==> config.mk <==
export PLATFORM = sky130hd
export DESIGN_NAME = imem_stream_loader
export DESIGN_NICKNAME = d
export VERILOG_FILES = /design/src/rtl/imem_stream_loader.sv
export SDC_FILE = /design/constraint.sdc
export NUM_CORES = 1
export LEC_CHECK = 0
export CORE_MARGIN = 3
export CORE_UTILIZATION = 50
export DETAILED_ROUTE_END_ITERATION = 6
export GPL_ROUTABILITY_DRIVEN = 0
export PLACE_DENSITY_LB_ADDON = 0.3
export SYNTH_ARGS = -nofsm -noshare
export SYNTH_HDL_FRONTEND = slang
export SYNTH_SLANG_ARGS = --single-unit
==> constraint.sdc <==
create_clock -name clk -period 2.28 [get_ports clk]
set_clock_uncertainty 0.2 [all_clocks]
set_input_delay 0.456 -clock clk [delete_from_list [all_inputs] [get_ports clk]]
set_output_delay 0.456 -clock clk [all_outputs]
set_load 0.05 [all_outputs]
==> src/rtl/imem_stream_loader.sv <==
// Boot-time instruction-memory loader: parses a length-prefixed, checksummed byte stream,
// writes assembled little-endian words to consecutive imem addresses and releases the core on success.
module imem_stream_loader #(
  parameter int unsigned ADDR_WIDTH = 10,
  parameter logic [31:0] BASE_ADDR  = 32'h0000_0000
) (
  input  logic        clk,
  input  logic        reset,
  input  logic        load_start,
  input  logic [7:0]  rx_data,
  input  logic        rx_valid,
  output logic        rx_ready,
  output logic        imem_we,
  output logic [31:0] imem_addr,
  output logic [31:0] imem_wdata,
  output logic        core_hold,
  output logic        done,
  output logic        error
);

  typedef enum logic [2:0] {
    S_LEN0, S_LEN1, S_DATA, S_CSUM, S_DONE, S_ERR
  } state_t;

  localparam logic [31:0] DEPTH = 32'd1 << ADDR_WIDTH;

  state_t      state;
  logic [15:0] word_cnt;
  logic [1:0]  byte_idx;
  logic [23:0] word;
  logic [7:0]  csum;
  logic        accept;
  logic [31:0] len_full;

  assign accept   = rx_valid & rx_ready;
  assign len_full = {16'h0000, rx_data, word_cnt[7:0]};

  always_ff @(posedge clk or negedge reset) begin
    if (!reset) begin
      state      <= S_LEN0;
      word_cnt   <= '0;
      byte_idx   <= '0;
      word       <= '0;
      csum       <= '0;
      rx_ready   <= 1'b0;
      imem_we    <= 1'b0;
      imem_addr  <= BASE_ADDR;
      imem_wdata <= '0;
      core_hold  <= 1'b1;
      done       <= 1'b0;
      error      <= 1'b0;
    end else begin
      imem_we <= 1'b0;
      // the write cycle presents the current address; advance once it has been used
      if (imem_we) imem_addr <= imem_addr + 32'd4;
      case (state)
        S_LEN0: begin
          rx_ready <= 1'b1;
          if (accept) begin
            word_cnt <= {8'h00, rx_data};
            state    <= S_LEN1;
          end
        end
        S_LEN1: begin
          if (accept) begin
            word_cnt <= {rx_data, word_cnt[7:0]};
            if (len_full > DEPTH) begin
              state    <= S_ERR;
              error    <= 1'b1;
              rx_ready <= 1'b0;
            end else if (len_full == 32'd0) begin
              state <= S_CSUM;
            end else begin
              state <= S_DATA;
            end
          end
        end
        S_DATA: begin
          if (accept) begin
            csum     <= csum + rx_data;
            byte_idx <= byte_idx + 2'd1;
            case (byte_idx)
              2'd0: word[7:0]   <= rx_data;
              2'd1: word[15:8]  <= rx_data;
              2'd2: word[23:16] <= rx_data;
              default: begin
                imem_we    <= 1'b1;
                imem_wdata <= {rx_data, word};
                word_cnt   <= word_cnt - 16'd1;
                if (word_cnt == 16'd1) state <= S_CSUM;
              end
            endcase
          end
        end
        S_CSUM: begin
          if (accept) begin
            rx_ready <= 1'b0;
            if (rx_data == csum) begin
              state     <= S_DONE;
              done      <= 1'b1;
              core_hold <= 1'b0;
            end else begin
              state <= S_ERR;
              error <= 1'b1;
            end
          end
        end
        default: begin
          // DONE / ERR: only a re-arm pulse leaves; the stream is not sampled here
          if (load_start) begin
            state     <= S_LEN0;
            rx_ready  <= 1'b1;
            core_hold <= 1'b1;
            done      <= 1'b0;
            error     <= 1'b0;
            csum      <= '0;
            byte_idx  <= '0;
            imem_addr <= BASE_ADDR;
          end
        end
      endcase
    end
  end

endmodule

==> results.json <==
{
  "status": "complete, no violations",
  "hpwl_microns": 10100,
  "start_util_pct": 52.3,
  "dieHeight_microns": 114,
  "yosys-top-cells-area": "dfrtp_1 51%, mux2_2 9.7%, o21ai_0 4.2%, nor2_1 3.1%, ha_1 3.0%",
  "num_vias": 4712,
  "cts_setup_buffers": 0,
  "wl_microns": 14200,
  "setup_viol": 0,
  "grt_pass1_vias": 4880,
  "path_max_fanout": 2,
  "hp-class": "flop to flop",
  "yosys_warnings": 0,
  "worstSetupEndpointType": "primary output",
  "hold_viol": 0,
  "max_slew_margin_pct": 62.6,
  "max_stage_delay_ps": 820,
  "avgSynthCellArea_sq_um": 10.5,
  "drive_above_1_share_pct": 22.7,
  "synth_top_area_cell": "dfrtp_1",
  "r2r_cells": 5,
  "r2r_end": "state[1]$_DFFE_PN0P_",
  "viasPerCell": 5.70,
  "overflow": 0,
  "dr.pass1.iters": 4,
  "dp_cells": 796,
  "synth_area_sq_um": 5820,
  "syn_to_final_growth_pct": 31.0,
  "hold_path_end": "word[10]$_DFFE_PN0P_",
  "synth_seq_cells": 120,
  "seq_area_frac_synth_pct": 51.6,
  "synth_ff_type": "dfrtp_1",
  "async_flop_share_pct": 100,
  "nNetsFinal": 703,
  "rows": 38,
  "synthTopCellsByCount": "119 x dfrtp_1, 50 x mux2_2, 49 x o21ai_0",
  "r2r_slack_ps": 120,
  "powerDensity_nw_per_um2": 1680,
  "synth_top_area_share_pct": 51.2,
  "ir_worst_vdd_uv": 1050,
  "start_kind": "flop",
  "slew_violations": 0,
  "hold_start": "word[10]$_DFFE_PN0P_",
  "drtIter0Drc": 452,
  "critPathSlowestCell": "clkdlybuf4s50_1",
  "detail_route.wl_per_cell_microns": 17.1,
  "multiInputGateArea_sq_um": 2630,
  "grt_pass1_wl_microns": 24000,
  "antenna_found_initial": 0,
  "cts.path.max_buffers": 2,
  "synth_edf_count": 0,
  "crit_chain": "clkdlybuf4s50_1",
  "clockRootBuffer": "clkbuf_16",
  "maxCapViolations": 0,
  "crit_cells": 1,
  "drc_errors": 0,
  "hold_depth": 2,
  "clkTransAtPathRegs_ps": 50,
  "stdcell_count": 827,
  "tritoncts": "yes",
  "fmax_ghz": 0.444,
  "cts_buffers": 17,
  "io_pins": 81,
  "die_w_microns": 114,
  "synth_cell_types": 60,
  "htreeDepth": 4,
  "coreArea_sq_um": 11100,
  "yosysMostFrequentCell": "dfrtp_1",
  "post-route-util_pct": 68.5,
  "syn_inst": 553,
  "critical_path_buf_inv_count": 1,
  "grt_util_all_layers_pct": 23.4,
  "rsz0062_at_grt": "no",
  "crit_family": "buffers and inverters",
  "critPathKind": "flop to primary output",
  "cp.required_ps": 1620,
  "fin_crit_ps": 2250,
  "r2r_start": "word_cnt[6]$_DFFE_PN0P_",
  "power.leakage_nw": 3.43,
  "ant_nets": 0,
  "finalCritPeriodShare_pct": 98.8,
  "critPathArrivalTime_ps": 1600,
  "portBuffers": 78,
  "regArea_sq_um": 3010,
  "clk_latency_ps": 410,
  "dieArea_sq_um": 13000,
  "n_fill_cell": 858,
  "worst_slew_pin_slew_ps": 556,
  "antenna_cells": 0,
  "power.total_mw": 12.8,
  "grt_start_max_net_pins": 46,
  "clock_sinks": 120
}
per-stage QoR:
step	worst slack, ps	area (sq um)	TNS (ps)	hold WS, ps
finish	26.5	7620	0	296
global route	1.07	7620	0	322
CTS	1.07	7570	0	297
detailed placement	-311	7050	-3360	242
global placement	-261	7050	-1940	243
floorplan	20.6	5820	0	-39.6
report_power, final:
group / internal [mW] / total [mW] / leakage (nW) / switching, mW
Clock: 1.53 / 2.43 / 0.260 / 0.905
Combinational: 2.37 / 6.32 / 1.72 / 3.95
Sequential: 3.17 / 4.03 / 1.45 / 0.863
Total: 7.07 / 12.8 / 3.43 / 5.72
cells in the final DEF, fill, tap and decap left out, types with 3 or more instances in the layout:
| cell type | n |
|---|---|
| dfrtp_1 | 116 |
| buf_4 | 56 |
| mux2_2 | 50 |
| o21ai_0 | 49 |
| nor2_1 | 47 |
| clkdlybuf4s50_1 | 35 |
| nand2_1 | 33 |
| a21oi_1 | 26 |
| dlygate4sd2_1 | 24 |
| nand3_1 | 21 |
| xnor2_1 | 19 |
| inv_1 | 18 |
| clkbuf_16 | 17 |
| nor3_1 | 15 |
| ha_1 | 13 |
| dlymetal6s2s_1 | 13 |
| nor4_1 | 11 |
| or3_1 | 9 |
| xor2_1 | 9 |
| a22oi_1 | 5 |
| nand4_1 | 5 |
| clkinv_2 | 5 |
| or4_1 | 4 |
| and2_1 | 4 |
| nand2b_1 | 4 |
| o211ai_1 | 4 |
| a31oi_1 | 4 |
| a32oi_1 | 3 |
| nor3b_1 | 3 |
| nor2b_1 | 3 |
| o41ai_1 | 3 |
| and3_1 | 3 |
| and4_1 | 3 |
| clkinvlp_4 | 3 |
| dfrtp_2 | 3 |
worst max path at each step:
| stage | startpoint | to | slack (ps) |
|---|---|---|---|
| 4_1_cts | imem_addr[30]$_DFF_PN0_ | imem_addr[30] | 1 |
| 3_5_place_dp | rx_data[0] | csum[6]$_DFFE_PN0P_ | -310 |
| 6_report | imem_wdata[5]$_DFFE_PN0P_ | imem_wdata[5] | 30 |
| 3_3_place_gp | rx_data[0] | csum[6]$_DFFE_PN0P_ | -260 |
| 5_1_grt | word_cnt[1]$_DFFE_PN0P_ | word_cnt[10]$_DFFE_PN0P_ | 1 |
| 2_1_floorplan | imem_addr[9]$_DFF_PN0_ | imem_addr[24]$_DFF_PN0_ | 20 |
state kept, by name, indices dropped and copies added, names as in the netlist:
signal / flops
word: 24
csum: 8
imem_addr: 30
word_cnt: 16
rx_ready: 1
core_hold: 1
state: 3
error: 1
done: 1
byte_idx: 2
imem_we: 1
imem_wdata: 32
kinds of logic (layout without fill, tap and decap cells):
group           count (synthesis)  after routing  synth area share, %
fa+ha+maj                      15             15                 3.36
buf+inv                        47            180                 3.46
other cells                     1              2               0.0645
mux                            51             51                 9.85
simple gates                  181            181                 16.4
xor+xnor                       28             28                 4.22
compound gates                110            110                 11.0
flops                         120            120                 51.6
final cells by class:
type,count,share of cell area [%]
flip-flops and latches,120,39.5
multi-input cells,387,34.6
repair buffers,131,15.7
clock buffers,21,6.04
well taps,140,2.30
clock inverters,9,1.02
inverters,19,0.936
what timing repair did:
| item | CTS | global route |
|---|---|---|
| setup endpoints to repair | 24 | 17 |
| gates resized for setup | 24 | 18 |
| endpoints found under the hold margin | 33 | 0 |
| hold buffers | 1 | 0 |
| gates cloned | 0 | 0 |
metal layers:
layer	GRT usage [%]	vias up	routed length (microns)
li1	-	2222	-
met1	28.3	2332	5940
met5	0	-	0
met4	8.87	0	360
met3	5.78	27	705
met2	40.5	131	7180
worst register-to-register path: stages (launching register included):
cell	delay, ps
dfrtp_1	400
or4_4	590
nor4b_2	300
a31oi_1	170
a211oi_1	240
o21ai_0	120
(Power assumes the default switching activity.)
